File: src/rtl/avr_loader_pkg.sv
// Shared types and constants for the serial program-image loader.
// Imported by prog_mem_loader.
package avr_loader_pkg;

  typedef enum logic [3:0] {
    S_IDLE,
    S_CNT_HI,
    S_CNT_LO,
    S_BYTE_HI,
    S_BYTE_LO,
    S_WRITE,
    S_CHK,
    S_DONE,
    S_ERR
  } state_e;

  localparam logic [7:0] SYNC_DEF = 8'h55;
  localparam int CHK_W = 8;
  localparam int CNT_W = 16;

endpackage

File: src/rtl/prog_mem_loader.sv
// Parses a framed byte stream (sync, count, data, checksum) into
// 16-bit program memory writes and holds the CPU while loading.
module prog_mem_loader
  import avr_loader_pkg::*;
#(
  parameter int         ADDR_W    = 9,
  parameter logic [7:0] SYNC_BYTE = SYNC_DEF
) (
  input  logic              CLK,
  input  logic              RST,
  input  logic [7:0]        rx_data,
  input  logic              rx_valid,
  output logic              rx_ready,
  output logic              pm_we,
  output logic [ADDR_W-1:0] pm_addr,
  output logic [15:0]       pm_wdata,
  output logic              cpu_hold,
  output logic              load_done,
  output logic              load_err
);

  localparam logic [CNT_W:0] MAX_N =
    (CNT_W+1)'(1) << ADDR_W;

  state_e              state_q, state_d;
  logic [CNT_W-1:0]    cnt_q, cnt_d;
  logic [ADDR_W-1:0]   addr_q, addr_d;
  logic [CHK_W-1:0]    sum_q, sum_d;
  logic [7:0]          hi_q, hi_d;
  logic [15:0]         wdata_q, wdata_d;
  logic                we_q, we_d;
  logic                rdy_q, rdy_d;
  logic                hold_q, hold_d;
  logic                done_q, done_d;
  logic                err_q, err_d;

  logic                fire;
  logic [CNT_W-1:0]    n_w;
  logic [CHK_W-1:0]    sum_nx;

  assign fire   = rx_valid && rdy_q;
  assign n_w    = {cnt_q[15:8], rx_data};
  assign sum_nx = sum_q + rx_data;

  // Next-state, datapath and status decode.
  always_comb begin
    state_d = state_q;
    cnt_d   = cnt_q;
    addr_d  = addr_q;
    sum_d   = sum_q;
    hi_d    = hi_q;
    wdata_d = wdata_q;
    hold_d  = hold_q;
    done_d  = done_q;
    err_d   = err_q;
    unique case (state_q)
      S_IDLE, S_DONE, S_ERR: begin
        if (fire && rx_data == SYNC_BYTE) begin
          state_d = S_CNT_HI;
          done_d  = 1'b0;
          err_d   = 1'b0;
          hold_d  = 1'b1;
          addr_d  = '0;
          sum_d   = '0;
        end
      end
      S_CNT_HI: begin
        if (fire) begin
          cnt_d   = {rx_data, 8'h00};
          state_d = S_CNT_LO;
        end
      end
      S_CNT_LO: begin
        if (fire) begin
          cnt_d = n_w;
          if (n_w == '0) begin
            state_d = S_CHK;
          end else if ({1'b0, n_w} > MAX_N) begin
            state_d = S_ERR;
            err_d   = 1'b1;
          end else begin
            state_d = S_BYTE_HI;
          end
        end
      end
      S_BYTE_HI: begin
        if (fire) begin
          hi_d    = rx_data;
          sum_d   = sum_nx;
          state_d = S_BYTE_LO;
        end
      end
      S_BYTE_LO: begin
        if (fire) begin
          wdata_d = {hi_q, rx_data};
          sum_d   = sum_nx;
          state_d = S_WRITE;
        end
      end
      S_WRITE: begin
        addr_d  = addr_q + ADDR_W'(1);
        cnt_d   = cnt_q - CNT_W'(1);
        state_d = (cnt_q == CNT_W'(1)) ? S_CHK
                                       : S_BYTE_HI;
      end
      S_CHK: begin
        if (fire) begin
          if (sum_nx == '0) begin
            state_d = S_DONE;
            done_d  = 1'b1;
            hold_d  = 1'b0;
          end else begin
            state_d = S_ERR;
            err_d   = 1'b1;
          end
        end
      end
      default: state_d = S_IDLE;
    endcase
    we_d  = (state_d == S_WRITE);
    rdy_d = (state_d != S_WRITE);
  end

  // State and registered outputs; reset wins over any byte.
  always_ff @(posedge CLK) begin
    if (RST) begin
      state_q <= S_IDLE;
      cnt_q   <= '0;
      addr_q  <= '0;
      sum_q   <= '0;
      hi_q    <= '0;
      wdata_q <= '0;
      we_q    <= 1'b0;
      rdy_q   <= 1'b1;
      hold_q  <= 1'b0;
      done_q  <= 1'b0;
      err_q   <= 1'b0;
    end else begin
      state_q <= state_d;
      cnt_q   <= cnt_d;
      addr_q  <= addr_d;
      sum_q   <= sum_d;
      hi_q    <= hi_d;
      wdata_q <= wdata_d;
      we_q    <= we_d;
      rdy_q   <= rdy_d;
      hold_q  <= hold_d;
      done_q  <= done_d;
      err_q   <= err_d;
    end
  end

  assign rx_ready  = rdy_q;
  assign pm_we     = we_q;
  assign pm_addr   = addr_q;
  assign pm_wdata  = wdata_q;
  assign cpu_hold  = hold_q;
  assign load_done = done_q;
  assign load_err  = err_q;

endmodule
File: config.mk
export PLATFORM = sky130hd
export DESIGN_NAME = prog_mem_loader
export DESIGN_NICKNAME = d
export VERILOG_FILES = /design/src/rtl/avr_loader_pkg.sv /design/src/rtl/prog_mem_loader.sv
export SDC_FILE = /design/constraint.sdc
export NUM_CORES = 1
export LEC_CHECK = 0
export ABC_CLOCK_PERIOD_IN_PS = 2200
export BUFFER_PORTS_ARGS = -buffer_cell sky130_fd_sc_hd__buf_4
export CAP_MARGIN = 20
export CORE_MARGIN = 10
export CORE_UTILIZATION = 53
export CTS_CLUSTER_SIZE = 40
export DETAILED_ROUTE_END_ITERATION = 10
export GPL_TIMING_DRIVEN = 0
export PLACE_DENSITY_LB_ADDON = 0.05
export SYNTH_ARGS = -nofsm -noshare
export SYNTH_HDL_FRONTEND = slang
export SYNTH_SLANG_ARGS = --single-unit
export TNS_END_PERCENT = 1
File: constraint.sdc
create_clock -name CLK -period 2.2 [get_ports CLK]
set_input_delay 0.22 -clock CLK [delete_from_list [all_inputs] [get_ports CLK]]
set_output_delay 0.22 -clock CLK [all_outputs]
set_load 0.1 [all_outputs]
## After elaboration in Yosys (flattened, before gate mapping)

Cells that the tools add are included.

- Add/subtract/negate cells: 3
- Order comparisons: 1
- Eq/ne operators: 21
- Mux-type cells: 33
- Bitwise logic cells: 1
- Reduce and logical (&&, ||, !) cells: 21

Operator list:

| kind | count |
|---|---|
| $pmux W16 S3 | 1 |
| $mux W4 | 9 |
| $pmux W4 S7 | 1 |
| $mux W8 | 3 |
| $eq A4 B3 Y1 const B | 5 |
| $pmux W9 S2 | 1 |
| $eq A16 B1 Y1 const B | 1 |
| $gt A16 B10 Y1 const B | 1 |
| $logic_not A16 Y1 | 1 |
| $mux W16 | 1 |
| $ne A2 B2 Y1 const B | 8 |
| $pmux W8 S2 | 1 |
| $sub A16 B1 Y16 const B | 1 |
| $mux W1 | 11 |
| $add A9 B1 Y9 const B | 1 |
| $mux W9 | 1 |
| $reduce_and A3 Y1 | 3 |
| $add A8 B8 Y8 | 1 |
| $eq A4 B2 Y1 const B | 2 |
| $eq A8 B7 Y1 const B | 1 |
| $logic_not A8 Y1 | 1 |
| $reduce_bool A2 Y1 | 4 |
| $reduce_and A7 Y1 | 1 |
| $reduce_and A2 Y1 | 3 |
| 14 further kinds | 17 |

- Bits in registers: 66
- Input port bits: 11
- Output and inout bits: 30
- Word-level logic and storage cells: 92

## Depth between registers and ports, before layout

- Depth in word-level cells: 6
- Depth in mapped cells: 8

## Worst setup path before layout

No wires, ideal clock.

- Kind: reg-to-reg
- Start point: register rdy_q, in the netlist rx_ready
- End point: register hi_q[0]
- Arrival time: 2.309 ns
- Slack: -0.237 ns
- Stages on the path, launching flop included: 6
- Path through: dfxtp_1 -> nand2_1 -> or4_1 -> buf_2 -> mux2i_1 -> nor2_1

- Cells in the longest elaborated chain, start to end: 2

RTL lines:

| element | RTL line | RTL |
|---|---|---|
| start, declared | prog_mem_loader.sv:32 | `logic rdy_q, rdy_d;` |
| start signal, assigned | prog_mem_loader.sv:146 | `rdy_q <= rdy_d;` |
| $logic_and A1 B1 Y1 | prog_mem_loader.sv:41 | `assign fire = rx_valid && rdy_q;` |
| $reduce_and A2 Y1 (no line) | -- |  |
| end signal, assigned | prog_mem_loader.sv:143 | `hi_q <= hi_d;` |
| end, declared | prog_mem_loader.sv:29 | `logic [7:0] hi_q, hi_d;` |

Every way passes these cells.
A chain may end at the register's enable or synchronous reset.

## Worst setup path in the final report

- Start point: register sum_q[0]
- End point: register err_q, in the netlist load_err

- Cells in the longest elaborated chain, start to end: 4

RTL lines:

| element | RTL line | RTL |
|---|---|---|
| start, declared | prog_mem_loader.sv:28 | `logic [CHK_W-1:0] sum_q, sum_d;` |
| start signal, assigned | prog_mem_loader.sv:142 | `sum_q <= sum_d;` |
| $add A8 B8 Y8 | prog_mem_loader.sv:43 | `assign sum_nx = sum_q + rx_data;` |
| $logic_not A8 Y1 | prog_mem_loader.sv:108 | `if (sum_nx == '0) begin` |
| $ne A2 B2 Y1 (no line) | -- |  |
| $reduce_and A7 Y1 (no line) | -- |  |
| end signal, assigned | prog_mem_loader.sv:149 | `err_q <= err_d;` |
| end, declared | prog_mem_loader.sv:35 | `logic err_q, err_d;` |

Every way passes these cells.

==> summary.txt <==
Clock network
  – CTS root buf: clkbuf_8
  – Clk_lat worst skew: 0.35 ns
  – CTS clk-pin slew, worst paths: 0.08 ns
  – TritonCTS Buffers: 9
  – Max clock buf depth: 2
  – CTS tree: yes
  – CTS H-tree lvls: 3
  – TritonCTS Sinks: 66

Synth
  – Synth unique cells: 61
  – Mapped Cells: 470
  – Synthesized flop and latch total: 66
  – Async SR Flop Fraction: 0
  – Post-synth EDFFs: 0
  – Post-Syn Area per Cell: 7.832 um2
  – Synth Net Count: 492
  – Register area share after synthesis: 0.3589
  – Top FF cell, synth: dfxtp_1
  – Mapped cell area: 3681 um2
  – Synthesis Warnings: 0

Route
  – Drt pass-1 iters: 6
  – Metal3 WL: between 800 and 900 um
  – Iter 0 DRT Violations: about 210
  – WL met2: 4870 um
  – Met1 wire length: approximately 4700 um
  – Top layer in use: met4
  – Routed Antenna Nets: 0
  – Drt via density: just over 6
  – Routed len/inst: roughly 18 um
  – Vias: 3661
  – Total routed wirelength: 10670 um
  – DRC Markers: 0

Outcome
  – Violated checks: setup timing
  – Status: complete, but fails checks

STA
  – Worst slew pin tran: approximately 0.77 ns
  – Tmin final: approximately 2.3 ns
  – Setup-failing EPs final: 7
  – Unrepaired setup endpoints after global routing: true
  – Period utilization: 1.033
  – Clock Skew: 0.007912 ns
  – Final worst setup slack: -0.07190 ns
  – Fin. Hold Viols: 0
  – Max-slew headroom: 0.4861
  – Fin. max-slew vios: 0
  – Fmax: 0.4402 GHz

Critical path
  – Startpoint Class: register
  – Critical path data required time: 2.44 ns
  – Critical path class: register to register
  – Crit path launch: sum_q[0]
  – Worst EP arrival: roughly 2.5 ns
  – Max Fanout on Critical Path: 4
  – Worst Setup End Kind: register
  – RR Startpoint: sum_q[0]

Placement
  – Post-DP HPWL: 7692 um
  – GP Congestion: about 0.94
  – Dpl ws: -0.3246 ns
  – Port Buffers: 40

Die
  – Die area: 10680 um2
  – Die H: between 100 and 150 um
  – Initial Util: 0.5448
  – I/O pins: 41
  – Num rows: 30
  – Core area: 6756 um2
  – Die Wd: slightly above 100 um

Layout
  – Most common cell after layout, fill and taps aside: nand2_1
  – Share of layout cells above drive strength 1: 0.1863
  – Util after Layout: 0.6452
  – Antenna cells: 0
  – Nets: 543
  – Area delta synth->final: 18.42%
  – Commonest non-fill, non-tap cells in the layout: nand2_1, dfxtp_1, nor2_1, a21oi_1, buf_4

Pwr
  – Pwr dens: between 500 and 600 nW/um2
  – Leak: 1.724 nW
  – Total power: 2.506 mW
  – VDD IR max: 0.0002743 V

Global route
  – Global-route wire length before repair: roughly 17000 um
  – Tot GR Track Use: 0.2064
  – Largest net degree at the start of global routing: 14
  – Antenna violations before repair: 0
  – Vias in the first global route: roughly 3400
  – Congestion Overflow GR: 0

Hold path
  – Min-delay worst type: input port to register
  – Hold path startpoint: rx_data[0]

Flow run
  – Max-cap violations: 0
==> layout make-up <==
cell class                      instances  area (um2)
Inverter                               10       37.54
Sequential cell                        66        1323
Buffer                                 25       121.4
Clock inverter                          7       102.6
Timing Repair Buffer                   40       300.3
Clock buffer                            9       123.9
Tap cell                               80       100.1
Multi-Input combinational cell        369        2251
Fill cell                             616        2397
==> flip-flops by register name (all words and copies together) (netlist names) <==
register	count
cnt_q	16
cpu_hold	1
hi_q	8
load_done	1
load_err	1
pm_addr	9
pm_wdata	16
pm_we	1
rx_ready	1
state_q	4
sum_q	8
==> kinds of logic (layout without fill, tap and decap cells) <==
family	after synthesis	in the layout	synth area share
buffers and inverters	35	91	0.04317
AOI/OAI and AO/OA	134	134	0.2349
DFF	66	66	0.3589
adders and majority gates	11	11	0.03943
and+or+nand+nor	208	208	0.2825
muxes	9	9	0.02447
xor gates and xnor gates	7	7	0.01666
==> synth_stat cells, drive strengths merged (2+ instances only) <==
cell,count,area (um2)
nand3,16,80.08
inv,10,37.53
nor3b,3,22.52
nand4,5,31.28
nor3,13,91.34
a22oi,11,82.58
a2111o,2,22.52
clkbuf,10,37.54
or3,6,37.54
xor2,4,35.03
a211o,2,17.52
nor2b,3,18.77
o31ai,2,15.01
mux2i,9,90.09
nand3b,4,30.03
or4,2,18.77
dfxtp,66,1321
a22o,2,17.52
and2,6,37.54
nand2,73,276.5
nand2b,6,37.54
ha,10,125.1
o21ai,25,136.4
a32o,2,20.02
or2,2,12.51
a31oi,4,25.02
o21a,8,60.06
a21oi,50,250.2
a311oi,5,43.79
a221oi,3,26.28
o311ai,2,17.52
o22ai,2,12.51
nor4,7,80.07
xnor2,3,26.28
a21o,5,37.54
buf,15,83.83
nor2,56,210.2
and3,2,12.51
a211oi,3,22.52
==> critical path, cell delays in order (launching register included) <==
cell	delay (ns)
dfxtp_1	0.32
ha_2	0.19
fa_2	0.37
a211o_4	0.37
a21oi_2	0.14
a21oi_1	0.08
nor3_2	0.25
nand4_1	0.19
a22o_1	0.26
==> path summary, 6_finish.rpt <==
kind         cells after the start  slack, ns          end
min reg2reg                      2       0.45  pm_wdata[0]
max                              8      -0.07     load_err
min                              3       0.18  pm_wdata[0]
max reg2reg                      8      -0.07     load_err
==> stage by stage <==
step / instance area, um2 / cells / hold slack (ns) / setup TNS [ns]
after floorplan: 3682 / 470 / 0.3560 / 0
after global placement: 4083 / 590 / 0.4417 / -1.838
after detailed placement: 4083 / 590 / 0.4467 / -1.961
after CTS: 4334 / 606 / 0.1674 / -0.1071
after global routing: 4359 / 606 / 0.1689 / -0.7311
final: 4359 / 606 / 0.1783 / -0.2564
==> power breakdown <==
part	total, mW	switching [mW]	leakage, nW	internal (mW)
clock	1.18	0.529	0.115	0.650
combinational	0.134	0.0921	1.08	0.0419
sequential	1.19	0.000236	0.531	1.19
==> metal layers <==
| metal | vias to the layer above | global-route usage |
|---|---|---|
| met5 | - | 0 |
| met4 | 0 | 0.08235 |
| met3 | 17 | 0.05581 |
| met2 | 155 | 0.3207 |
| met1 | 1698 | 0.2654 |
| li1 | 1791 | - |
==> repair_timing <==
item                                    in CTS  in global routing
cloned                                       0                  0
hold buffers                                 0                  0
endpoints found under the hold margin        0                  0
buffers inserted                             0                  0
endpoints found under the setup margin       7                  8
gates resized for setup                      7                  5
pin swaps                                    6                  5
(Power assumes the default switching activity.)
